<file path="config.mk">
export PLATFORM = sky130hd
export DESIGN_NAME = neuron_driver
export DESIGN_NICKNAME = d
export VERILOG_FILES = /design/src/rtl/nn_pkg.sv /design/src/rtl/nd_xbuf.sv /design/src/rtl/neuron_driver.sv
export SDC_FILE = /design/constraint.sdc
export NUM_CORES = 1
export LEC_CHECK = 0
export ABC_CLOCK_PERIOD_IN_PS = 2000
export CORE_UTILIZATION = 45
export DETAILED_ROUTE_END_ITERATION = 8
export PLACE_DENSITY = 0.74
export SLEW_MARGIN = 20
export SYNTH_ARGS = -nofsm -noshare
export SYNTH_HDL_FRONTEND = slang
export SYNTH_SLANG_ARGS = --single-unit
</file>
<file path="constraint.sdc">
create_clock -name clk -period 2 [get_ports clk]
set_input_delay 0.4 -clock clk [delete_from_list [all_inputs] [get_ports clk]]
set_output_delay 0.4 -clock clk [all_outputs]
set_load 0.01 [all_outputs]
</file>
<file path="src/rtl/nn_pkg.sv">
// Shared types, default sizing and helpers for the neuron driver slice.
package nn_pkg;

  localparam int unsigned NN_DW      = 16;
  localparam int unsigned NN_N_IN    = 4;
  localparam int unsigned NN_MAC_LAT = 3;

  typedef enum logic [2:0] {
    StLoadW,
    StIdle,
    StCollect,
    StRun,
    StDrain,
    StResult
  } nd_state_e;

  function automatic int unsigned clog2(input int unsigned val);
    int unsigned res;
    res = 0;
    for (int i = 0; i < 32; i++) begin
      if ((32'd1 << i) < val) res = i + 1;
    end
    return res;
  endfunction

endpackage

</file>
<file path="src/rtl/nd_xbuf.sv">
// Input-vector register file with a registered, RD_LAT-deep read pipeline.
module nd_xbuf
  import nn_pkg::*;
#(
  parameter int unsigned N_IN   = NN_N_IN,
  parameter int unsigned DW     = NN_DW,
  parameter int unsigned RD_LAT = 1,
  localparam int unsigned AW    = clog2(N_IN)
) (
  input  logic          clk_i,
  input  logic          rst_i,
  input  logic          wr_en_i,
  input  logic [AW-1:0] wr_addr_i,
  input  logic [DW-1:0] wr_data_i,
  input  logic          rd_en_i,
  input  logic [AW-1:0] rd_addr_i,
  output logic [DW-1:0] rd_data_o
);

  logic [DW-1:0] mem_q  [N_IN];
  logic [DW-1:0] pipe_q [RD_LAT];

  // Buffer contents are don't-care after reset, so no reset on storage.
  always_ff @(posedge clk_i) begin
    if (wr_en_i) mem_q[wr_addr_i] <= wr_data_i;
  end

  // Reads outside the start window push zeros so nrn_x idles at 0.
  always_ff @(posedge clk_i or posedge rst_i) begin
    if (rst_i) begin
      for (int i = 0; i < RD_LAT; i++) pipe_q[i] <= '0;
    end else begin
      pipe_q[0] <= rd_en_i ? mem_q[rd_addr_i] : '0;
      for (int i = 1; i < RD_LAT; i++) pipe_q[i] <= pipe_q[i-1];
    end
  end

  assign rd_data_o = pipe_q[RD_LAT-1];

endmodule

</file>
<file path="src/rtl/neuron_driver.sv">
// Host-side sequencer: loads neuron weights, buffers an input vector, replays it
// in a gap-free start window, then returns the sampled spike downstream.
module neuron_driver
  import nn_pkg::*;
#(
  parameter int unsigned N_IN    = NN_N_IN,
  parameter int unsigned DW      = NN_DW,
  parameter int unsigned RD_LAT  = 1,
  parameter int unsigned MAC_LAT = NN_MAC_LAT
) (
  input  logic          clk,
  input  logic          rst,
  input  logic          wgt_valid,
  output logic          wgt_ready,
  input  logic [DW-1:0] wgt_data,
  input  logic          x_valid,
  output logic          x_ready,
  input  logic [DW-1:0] x_data,
  output logic          nrn_strWgt,
  output logic [DW-1:0] nrn_w,
  output logic          nrn_start,
  output logic [DW-1:0] nrn_x,
  input  logic          nrn_y,
  output logic          res_valid,
  input  logic          res_ready,
  output logic          res_spike,
  output logic          busy
);

  localparam int unsigned AW   = clog2(N_IN);
  localparam int unsigned CW   = AW + 1;
  localparam int unsigned DLEN = RD_LAT + MAC_LAT;
  localparam int unsigned DCW  = clog2(DLEN) + 1;

  nd_state_e      state_q, state_d;
  logic [CW-1:0]  cnt_q, cnt_d;
  logic [DCW-1:0] dcnt_q, dcnt_d;
  logic           strwgt_q;
  logic [DW-1:0]  w_q;
  logic           spike_q;

  logic wgt_rdy, x_rdy, buf_we, rd_en, wgt_fire;

  always_comb begin
    state_d = state_q;
    cnt_d   = cnt_q;
    dcnt_d  = dcnt_q;
    wgt_rdy = 1'b0;
    x_rdy   = 1'b0;
    buf_we  = 1'b0;
    rd_en   = 1'b0;
    case (state_q)
      StLoadW: begin
        wgt_rdy = 1'b1;
        if (wgt_valid) begin
          if (cnt_q == CW'(N_IN - 1)) begin
            state_d = StIdle;
            cnt_d   = '0;
          end else begin
            cnt_d = cnt_q + 1'b1;
          end
        end
      end
      StIdle: begin
        // A pending weight reload takes priority over a new input vector.
        wgt_rdy = 1'b1;
        x_rdy   = ~wgt_valid;
        if (wgt_valid) begin
          state_d = StLoadW;
          cnt_d   = CW'(1);
        end else if (x_valid) begin
          buf_we  = 1'b1;
          state_d = StCollect;
          cnt_d   = CW'(1);
        end
      end
      StCollect: begin
        x_rdy = 1'b1;
        if (x_valid) begin
          buf_we = 1'b1;
          if (cnt_q == CW'(N_IN - 1)) begin
            state_d = StRun;
            cnt_d   = '0;
          end else begin
            cnt_d = cnt_q + 1'b1;
          end
        end
      end
      StRun: begin
        rd_en = 1'b1;
        if (cnt_q == CW'(N_IN - 1)) begin
          state_d = StDrain;
          cnt_d   = '0;
          dcnt_d  = '0;
        end else begin
          cnt_d = cnt_q + 1'b1;
        end
      end
      StDrain: begin
        if (dcnt_q == DCW'(DLEN - 1)) begin
          state_d = StResult;
          dcnt_d  = '0;
        end else begin
          dcnt_d = dcnt_q + 1'b1;
        end
      end
      StResult: begin
        if (res_ready) state_d = StIdle;
      end
      default: state_d = StLoadW;
    endcase
  end

  assign wgt_fire = wgt_valid & wgt_rdy;

  always_ff @(posedge clk or posedge rst) begin
    if (rst) begin
      state_q  <= StLoadW;
      cnt_q    <= '0;
      dcnt_q   <= '0;
      strwgt_q <= 1'b0;
      w_q      <= '0;
      spike_q  <= 1'b0;
    end else begin
      state_q  <= state_d;
      cnt_q    <= cnt_d;
      dcnt_q   <= dcnt_d;
      strwgt_q <= wgt_fire;
      if (wgt_fire) w_q <= wgt_data;
      if (state_q == StDrain && dcnt_q == DCW'(DLEN - 1)) spike_q <= nrn_y;
    end
  end

  nd_xbuf #(
    .N_IN   (N_IN),
    .DW     (DW),
    .RD_LAT (RD_LAT)
  ) u_xbuf (
    .clk_i     (clk),
    .rst_i     (rst),
    .wr_en_i   (buf_we),
    .wr_addr_i (cnt_q[AW-1:0]),
    .wr_data_i (x_data),
    .rd_en_i   (rd_en),
    .rd_addr_i (cnt_q[AW-1:0]),
    .rd_data_o (nrn_x)
  );

  // Combinational readies are masked so every output reads 0 while rst is held.
  assign wgt_ready  = wgt_rdy & ~rst;
  assign x_ready    = x_rdy & ~rst;
  assign nrn_strWgt = strwgt_q;
  assign nrn_w      = w_q;
  assign nrn_start  = (state_q == StRun);
  assign res_valid  = (state_q == StResult);
  assign res_spike  = spike_q;
  assign busy       = (state_q != StIdle) & ~rst;

endmodule

</file>
==> metrics.cfg <==
[worst_hold_path]
min_from=nrn_w[12]
worstHoldEndpoint=nrn_w[12]
whs_path_depth=1
min_path_type=reg2reg

[drt]
drt_wl_total_um=7550
drc=12
viasPerCell=5.24
drtPass1Iterations=7
ant_nets=0
drtIter0Drc=101
num_vias=2314
wl_per_cell_um=17.1

[final_layout]
stdcell_count=442
diodes=0
area_growth_syn_to_layout_pct=30.6
drive_gt1_share_pct=24.0
nets=373
n_fill_cell=677
final_area_um2=5460

[timing]
hold_violations=0
clock_skew_ns=0.0117
slew_headroom_pct=62.3
max_freq_mhz=513
period_minus_slack_ns=1.95
tns_ns=0
worst_slew_pin_slew_ns=0.566
final_max_slew_viol_count=0
holdWs_ns=0.515
finalSetupViolations=0
rsz0062_at_grt=yes
period_share_pct=97.4

[floorplanning]
die_area_um2=9680
fp.coreArea_um2=8850
initial_core_util_pct=47.2
die_w_um=98.4
io_pins=77
placementRows=34
die_h_um=98.4

[global_route]
grtUsageTotal_pct=16.9
antenna_found_initial=0
grt_overflow_total=0
grt_pass1_wl_um=12300
grt_max_degree=44
grt_pass1_vias=2475

[clock_tree]
cts_buffers=9
clk_pin_slew_ns=0.10
clk_latency_ns=0.35
cts_tree=yes
cts_hold_buf=0
htree_num_levels=3
clockRootBuffer=clkbuf_8
cts_sinks=107
clock_tree.buffer_depth=2

[logic_synthesis]
async_flop_share_pct=40.2
yosysMostFrequentCell=edfxtp_1
ys_seq_area_share_pct=71.7
ys_types=36
synth-seq-cells=107
synth.net_count=272
synth-edff-count=64
synth_common_cells=64 x edfxtp_1, 43 x dfrtp_1, 20 x nor2b_1
yosysTopAreaCell=edfxtp_1
synth_top_cell_area_share_pct=46.0
ys.flop_type=edfxtp_1
syn_area_um2=4180
synth_area_leaders=edfxtp_1 46%, dfrtp_1 26%, mux4_2 8.6%, mux2_2 4.9%, nor2b_1 3.0%
avgSynthCellArea_um2=18.2
synth_cells=229
yosys_warnings=0

[worst_setup_path]
path_cells=or3b_4 > a21oi_4 > and2_1 > buf_2
critPathKind=reg2out
cp-end-kind=primary output
r2r_setup_slack_ns=0.20
cp.required_ns=1.60
start_kind=register
crit_fanout=2
r2r_start=state_q[1]
r2r_cells=5
slowest_delay_ns=0.41
worstReg2RegEnd=u_xbuf.mem_q[0][7]
crit_path_top_delay_cell=dfrtp_1
arrival_ns=1.55

[outcome]
violations=DRC
status=finished, violations left

[power]
power.switching_mw=1.86
seqPwrFrac_pct=44.2
pwr-share-comb_pct=35.6
p_clk_share_pct=20.2
internal-power_mw=4.91
switching_share_pct=27.5
p_leak_nw=2.07
power_density_nw_per_um2=1240
irDropWorstVdd_mv=0.636
p_total_mw=6.77

[place]
hpwl_um=5080
dpl.cell_count=423
gp_congestion=0.721
dpl_cell_area_um2=5220
placement.io_buffers=76

[run]
cap_violations=0

[power groups by stage]
stage	Clock (mW)	Sequential [mW]	Combinational, mW
2_1_floorplan	0	3.11	1.31
3_3_place_gp	0	3.02	2.34
3_5_place_dp	0	3.05	2.39
4_1_cts	1.41	3.00	2.45
5_1_grt	1.49	3.05	2.60
6_report	1.37	2.99	2.41
[per-layer routing]
layer	vias up	track usage, %	wire [um]	part of all wire (%)
li1	1060	-	-	-
met1	1180	20.8	3120	41
met2	67	30.0	3930	52
met3	7	3.15	407	5.4
met4	0	5.86	86	1.1
met5	-	0	0	0
[per-stage QoR]
step                      worst slack [ns]  utilization (%)
after floorplan                     0.0232                -
after global placement              -0.427             58.9
after detailed placement            -0.426             58.9
after CTS                        -0.000370             61.7
after global routing               -0.0283             61.7
final                               0.0513             61.7
[final cells by class]
class	instances	area, um^2	area share, %
Clock inverter	4	76.3	1.40
Multi-Input combinational cell	105	1080	19.8
Inverter	7	30.0	0.550
Sequential cell	107	3000	55.0
Tap cell	108	135	2.48
Timing Repair Buffer	100	1010	18.5
Clock buffer	11	131	2.41
[registers in the layout, summed over array words and instances, names as in the netlist]
signal / flops
u_xbuf.mem_q: 64
nrn_w: 16
u_xbuf.rd_data_o: 16
cnt_q: 3
dcnt_q: 3
state_q: 3
nrn_strWgt: 1
res_spike: 1
[cell families after synthesis]
group	after synthesis	share of synthesized area, %
flops	107	71.7
simple gates	49	7.60
mux	36	14.0
buf+inv	17	2.46
compound gates	15	2.75
fa+ha+maj	5	1.50
[worst max-delay path: cells and delay by family, from the launching register on]
family / cells / cell delay (ns)
flip-flops: 1 / 0.41
AND/OR/NAND/NOR: 2 / 0.54
buffers and inverters: 1 / 0.12
AO/OA/AOI/OAI: 1 / 0.14
[repair_timing]
item                       in CTS  in global routing
setup buffers                   4                  0
gates cloned                    0                  0
pin swaps                       2                  0
setup endpoints to repair       5                  3
resized for setup              11                  4
[worst max-delay path by stage]
stage,start,endpoint,cells past startpoint
3_5_place_dp,wgt_valid,x_ready,5
3_3_place_gp,wgt_valid,x_ready,5
5_1_grt,state_q[1],x_ready,4
4_1_cts,wgt_valid,x_ready,5
6_report,state_q[1],x_ready,4
2_1_floorplan,state_q[1],u_xbuf.mem_q[3][0],4
[placed cells by master (no fill, tap or decap), types with 6 or more instances in the layout]
cell / synthesis / final
clkdlybuf4s50_1: 0 / 70
mux4_2: 16 / 16
nor2b_1: 20 / 20
inv_1: 7 / 6
mux2_2: 18 / 18
clkbuf_8: 0 / 9
buf_4: 1 / 17
dfrtp_1: 43 / 42
edfxtp_1: 64 / 64
(Power assumes the default switching activity.)
